[src/rtl/ldpc_posterior_update.sv]
// LDPC layered-decoder posterior update: buffers Q vectors, adds incoming R, clamps to +/-127.
// Optional clamp-event counter o_sat_count is enabled with `define LDPC_POSTUPD_SAT_COUNT_EN.
module ldpc_posterior_update #(
  parameter int FIFO_DEPTH = 8
) (
  input  logic       i_clock,
  input  logic       i_reset_n,
  input  logic [7:0] i_q_a0,
  input  logic [7:0] i_q_a1,
  input  logic [7:0] i_q_a2,
  input  logic [7:0] i_q_a3,
  input  logic [7:0] i_q_a4,
  input  logic [7:0] i_q_a5,
  input  logic [7:0] i_q_a6,
  input  logic       i_q_valid,
  input  logic [7:0] i_r_a0,
  input  logic [7:0] i_r_a1,
  input  logic [7:0] i_r_a2,
  input  logic [7:0] i_r_a3,
  input  logic [7:0] i_r_a4,
  input  logic [7:0] i_r_a5,
  input  logic [7:0] i_r_a6,
  input  logic       i_r_valid,
  output logic [7:0] o_data_a0,
  output logic [7:0] o_data_a1,
  output logic [7:0] o_data_a2,
  output logic [7:0] o_data_a3,
  output logic [7:0] o_data_a4,
  output logic [7:0] o_data_a5,
  output logic [7:0] o_data_a6,
  output logic [6:0] o_hard,
  output logic       o_syndrome,
  output logic       o_valid,
  output logic       o_overflow,
  output logic       o_underflow
`ifdef LDPC_POSTUPD_SAT_COUNT_EN
  ,
  output logic [15:0] o_sat_count
`endif
);

  localparam int AW = $clog2(FIFO_DEPTH);

  logic [55:0]       fifo_mem [FIFO_DEPTH];
  logic [AW-1:0]     wr_ptr;
  logic [AW-1:0]     rd_ptr;
  logic [AW:0]       occupancy;
  logic              is_empty;
  logic              is_full;
  logic              push;
  logic              pop;
  logic [55:0]       q_vec;
  logic [55:0]       r_vec;
  logic [55:0]       q_head;
  logic [55:0]       data_q;
  logic [55:0]       data_next;
  logic [6:0]        hard_next;
  logic [6:0]        sat_flags;
  logic signed [8:0] lane_sum;

  assign q_vec = {i_q_a6, i_q_a5, i_q_a4, i_q_a3, i_q_a2, i_q_a1, i_q_a0};
  assign r_vec = {i_r_a6, i_r_a5, i_r_a4, i_r_a3, i_r_a2, i_r_a1, i_r_a0};

  assign is_empty = (occupancy == '0);
  assign is_full  = (occupancy == (AW+1)'(FIFO_DEPTH));
  assign pop      = i_r_valid & ~is_empty;
  // A pop in the same cycle frees the slot, so a push into a full FIFO is still accepted.
  assign push     = i_q_valid & (~is_full | pop);
  assign q_head   = fifo_mem[rd_ptr];

  always_comb begin
    data_next = '0;
    hard_next = '0;
    sat_flags = '0;
    lane_sum  = '0;
    for (int k = 0; k < 7; k++) begin
      lane_sum = $signed({q_head[8*k+7], q_head[8*k +: 8]}) +
                 $signed({r_vec[8*k+7], r_vec[8*k +: 8]});
      // Symmetric clamp keeps -128 off the bus so negation stays safe downstream.
      if (lane_sum > 9'sd127) begin
        data_next[8*k +: 8] = 8'h7F;
        sat_flags[k]        = 1'b1;
      end else if (lane_sum < -9'sd127) begin
        data_next[8*k +: 8] = 8'h81;
        sat_flags[k]        = 1'b1;
      end else begin
        data_next[8*k +: 8] = lane_sum[7:0];
      end
      hard_next[k] = data_next[8*k+7];
    end
  end

  always_ff @(posedge i_clock) begin
    if (i_reset_n && push) begin
      fifo_mem[wr_ptr] <= q_vec;
    end
  end

  always_ff @(posedge i_clock) begin
    if (!i_reset_n) begin
      wr_ptr      <= '0;
      rd_ptr      <= '0;
      occupancy   <= '0;
      data_q      <= '0;
      o_hard      <= '0;
      o_syndrome  <= 1'b0;
      o_valid     <= 1'b0;
      o_overflow  <= 1'b0;
      o_underflow <= 1'b0;
    end else begin
      o_valid <= pop;
      if (push) begin
        wr_ptr <= wr_ptr + 1'b1;
      end
      if (pop) begin
        rd_ptr     <= rd_ptr + 1'b1;
        data_q     <= data_next;
        o_hard     <= hard_next;
        o_syndrome <= ^hard_next;
      end
      case ({push, pop})
        2'b10:   occupancy <= occupancy + 1'b1;
        2'b01:   occupancy <= occupancy - 1'b1;
        default: occupancy <= occupancy;
      endcase
      if (i_q_valid && is_full && !pop) begin
        o_overflow <= 1'b1;
      end
      if (i_r_valid && is_empty) begin
        o_underflow <= 1'b1;
      end
    end
  end

  assign o_data_a0 = data_q[7:0];
  assign o_data_a1 = data_q[15:8];
  assign o_data_a2 = data_q[23:16];
  assign o_data_a3 = data_q[31:24];
  assign o_data_a4 = data_q[39:32];
  assign o_data_a5 = data_q[47:40];
  assign o_data_a6 = data_q[55:48];

`ifdef LDPC_POSTUPD_SAT_COUNT_EN
  logic [2:0]  sat_lanes;
  logic [16:0] sat_sum;

  always_comb begin
    sat_lanes = '0;
    for (int k = 0; k < 7; k++) begin
      sat_lanes = sat_lanes + {2'b00, sat_flags[k]};
    end
    sat_sum = {1'b0, o_sat_count} + {14'b0, sat_lanes};
  end

  always_ff @(posedge i_clock) begin
    if (!i_reset_n) begin
      o_sat_count <= '0;
    end else if (pop) begin
      o_sat_count <= sat_sum[16] ? 16'hFFFF : sat_sum[15:0];
    end
  end
`endif

endmodule

[config.mk]
export PLATFORM = sky130hd
export DESIGN_NAME = ldpc_posterior_update
export DESIGN_NICKNAME = d
export VERILOG_FILES = /design/src/rtl/ldpc_posterior_update.sv
export SDC_FILE = /design/constraint.sdc
export NUM_CORES = 1
export LEC_CHECK = 0
export BUFFER_PORTS_ARGS = -buffer_cell sky130_fd_sc_hd__buf_2
export CORE_ASPECT_RATIO = 1.5
export CORE_UTILIZATION = 45
export CTS_CLUSTER_DIAMETER = 120
export DETAILED_ROUTE_END_ITERATION = 16
export GPL_TIMING_DRIVEN = 0
export PLACE_DENSITY = 0.7
export SYNTH_ARGS = -nofsm -noshare
export SYNTH_HDL_FRONTEND = slang
export SYNTH_SLANG_ARGS = --single-unit
[constraint.sdc]
create_clock -name i_clock -period 8.51 [get_ports i_clock]
set_clock_uncertainty 0.2 [all_clocks]
set_input_delay 0.851 -clock i_clock [delete_from_list [all_inputs] [get_ports i_clock]]
set_output_delay 0.851 -clock i_clock [all_outputs]
set_load 0.02 [all_outputs]
==> impl_results.md <==
- Initial Utilization: 45.7%
- Worst relative slew slack: 26.4%
- Total via count in the routed design: 13,200
- Placeable Area: 48,800 um2
- HPWL after detailed placement: 39,300 um
- Die footprint: 50,500 um2
- Drt via density: 5.70
- Number of nets with antenna violations after routing: 0
- Final Instance Count excl. Fillers: 2,315
- Per-instance average area after synthesis: 16.8 um2
- Antenna violations before repair: 8
- Cells after synthesis: 1,329
- First-pass GRT wire length: 81,500 um
- Tot GR Track Use: 22.0%
- Number of port buffers: 181
- Total Power Consumption: 0.00826 W
- Setup violators final: 0
- Horiz. Die Dim: 184 um
- Pins Over Slew Limit: 0
- Kind of path behind the tightest hold check: reg -> reg
- Total of hold buffers inserted after clock tree synthesis: 0
- Pre-CTS worst setup slack: 3.38 ns
- Critical path fanouts, max: 10
- Util after Layout: 53.9%
- # resized after CTS: 0
- Crit-path most repeated cell: sky130_fd_sc_hd__nand2_1
- Detailed-router iteration count before antenna repair: 7
- Most used flip-flop cell after synthesis: sky130_fd_sc_hd__edfxtp_1
- Die height: 275 um
- Post-CTS setup-driven buffer insertion count: 0
- Critical Path AT: 5.39 ns
- Share of power burned in the clock network: 27.2%
- Number of buffers on the longest clock path: 3
- Max Clk Rate: 193 MHz
- Slowest cell delay on critical path: 0.61 ns
- Clock tree from TritonCTS: done
- Share of flip-flops with an asynchronous set or reset: 0%
- Clock Latency Late Sink: 0.58 ns
- Maximum Capacitance Violations: 0
- Net Switching: 0.00279 W
- Final Routed Wirelength: 55,000 um
- Worst VDD drop: 0.000193 V
- Via count of the first global-routing pass: 13,532
- Net count after synthesis: 1,514
- Cts bufs inserted: 49
- Floorplan row count: 99
- Worst setup slack after layout: 3.33 ns
- Setup repair after global routing missed its margin: no
- Worst hold path cell count: 2
- Sequential fraction of design power: 37.5%
- Portion of total power attributed to combinational logic: 35.3%
- Maximum number of pins on one net before global-route repair: 24
- Clock period minus final worst setup slack: 5.18 ns
- Post-Synthesis Cell Area: 22,300 um2
- Fraction of final layout cells sized beyond drive strength 1: 31.6%
- I/O pin count: 183
- Cell internal pwr: 0.00548 W
- Critical Path, Cell by Cell: clkbuf_1, buf_1, buf_2, mux4_2, mux2_2, ha_1, fa_1, a211oi_1, o211ai_1, nand2_1, nand2_1, or3_1, o221ai_1, a311oi_1
- Clock tree sinks: 521
- Period utilisation layout: 60.8%
- Cell type of the slowest stage on the worst timing path: sky130_fd_sc_hd__buf_1
- Clock H-tree levels: 2
- Sw Ratio: 33.7%
- Relative area change from synthesis to final layout: 18.0%
- Slew of the pin with the lowest slew margin: 1.10 ns
- Aggregate negative setup slack: 0 ns
- Hold violation count in the final report: 0
- Portion of the post-synthesis area used by sequential elements: 66.8%
- Kind of end point of the critical path: register
- Number of distinct standard cells referenced by the synthesized netlist: 62
- Count of placed standard cells including taps: 2,218
- FF+latch count, synth: 521
- Residual DRC: 0
- R2r worst-path depth: 14
- Clock-pin transition on the worst setup and hold timing paths: 0.07 ns
- YS warnings: 0
- Number of enable-type register cells in the synthesized netlist: 448
- CP Class: reg -> reg
- Routed wire per std cell: 23.8 um
- Outcome: finished, final reports clean
- DRC marker count from the first detailed-route iteration: 1,086
- Pwr per Cell Area: 314 nW/um2
- Launch point of the worst hold path: data_q[17]
- Data required time of the critical path: 8.72 ns
- Gp weighted congestion: 0.861
- Leakage: 9.19 nW
- Overall overflow remaining after global route: 0
- Startpoint Class: register
- Root buffer cell: sky130_fd_sc_hd__clkbuf_16
- Number of nets in the layout: 1,798
==> path summary, 6_finish.rpt <==
kind | endpoint | slack (ns)
hold reg to reg | data_q[17] | 0.29
setup / recovery | data_q[20] | 3.33
hold / removal | data_q[17] | 0.29
setup reg to reg | data_q[20] | 3.33
==> cells by family (layout without fill, tap and decap cells) <==
logic type	count (synthesis)	after routing	share of synthesized area (%)
flops	521	521	66.8
compound gates	243	243	6.65
mux	173	173	14.4
simple gates	172	172	3.61
buf+inv	86	411	1.63
fa+ha+maj	84	84	4.81
xor+xnor	50	50	2.09
other cells	0	5	0
==> cell type report <==
cell class | instances | area [um2]
clock buffer | 56 | 1270
antenna | 5 | 12.5
tap | 656 | 821
multi-input combinational | 722 | 7080
clock inverter | 36 | 383
buffer | 63 | 278
inverter | 23 | 86.3
timing repair buffer | 233 | 1470
sequential | 521 | 14900
fill | 3962 | 22500
==> cells in the mapped netlist (15+ instances only) <==
library cell	count	share of area [%]
sky130_fd_sc_hd__edfxtp_1	448	60
sky130_fd_sc_hd__mux4_2	112	11
sky130_fd_sc_hd__a21oi_1	83	1.9
sky130_fd_sc_hd__dfxtp_1	73	6.5
sky130_fd_sc_hd__o21ai_0	73	1.6
sky130_fd_sc_hd__nor2_1	66	1.1
sky130_fd_sc_hd__ha_1	61	3.4
sky130_fd_sc_hd__mux2_2	58	2.9
sky130_fd_sc_hd__nand2_1	40	0.67
sky130_fd_sc_hd__clkbuf_1	35	0.59
sky130_fd_sc_hd__xor2_1	24	0.94
sky130_fd_sc_hd__xnor2_1	23	0.90
sky130_fd_sc_hd__inv_1	21	0.35
sky130_fd_sc_hd__a21o_1	17	0.57
sky130_fd_sc_hd__nor3_1	17	0.38
sky130_fd_sc_hd__maj3_1	15	0.67
==> registers in the layout, indices dropped and copies added, names as in the netlist, named ones only <==
signal	cells
fifo_mem	448
data_q	49
o_hard	7
occupancy	4
rd_ptr	3
wr_ptr	3
o_overflow	1
o_syndrome	1
o_underflow	1
o_valid	1
==> power by group through the flow <==
stage          registers, W  logic, W  clock network, W
2_1_floorplan       0.00325   0.00194                 0
3_3_place_gp        0.00316   0.00283                 0
3_5_place_dp        0.00315   0.00291                 0
4_1_cts             0.00310   0.00292           0.00228
5_1_grt             0.00311   0.00317           0.00237
6_report            0.00310   0.00292           0.00225
==> critical path, delay by kind of cell (launching register included) <==
family | cells | cell delay, ns
buffers and inverters | 3 | 1.28
AOI/OAI and AO/OA | 4 | 1.05
muxes | 2 | 0.88
and+or+nand+nor | 3 | 0.65
adders and majority gates | 2 | 0.64
DFF | 1 | 0.31
==> cell usage in the layout, fill, tap and decap left out, drive strengths merged, types with 58 or more instances in the layout <==
cell,synthesis,final
a21oi,87,87
buf,28,261
clkbuf,35,91
dfxtp,73,73
edfxtp,448,448
ha,61,61
mux2,58,58
mux4,112,112
nor2,66,66
o21ai,73,73
==> per-layer routing <==
metal / GRT usage (%) / up-vias / routed length (um) / share of wire, %
met5: 0 / - / 9 / 0.016
li1: - / 5873 / - / -
met3: 3.04 / 102 / 3090 / 5.6
met1: 26.9 / 6731 / 21300 / 39
met2: 39.4 / 492 / 28800 / 52
met4: 8.44 / 2 / 1840 / 3.3
==> metrics by stage <==
stage,hold slack [ns],area (um2)
after CTS,0.290,26300
after global placement,0.258,24000
after floorplan,0.254,22300
final,0.295,26300
after global routing,0.315,26300
after detailed placement,0.273,24700
No activity file was read; power rests on OpenSTA's default activity.
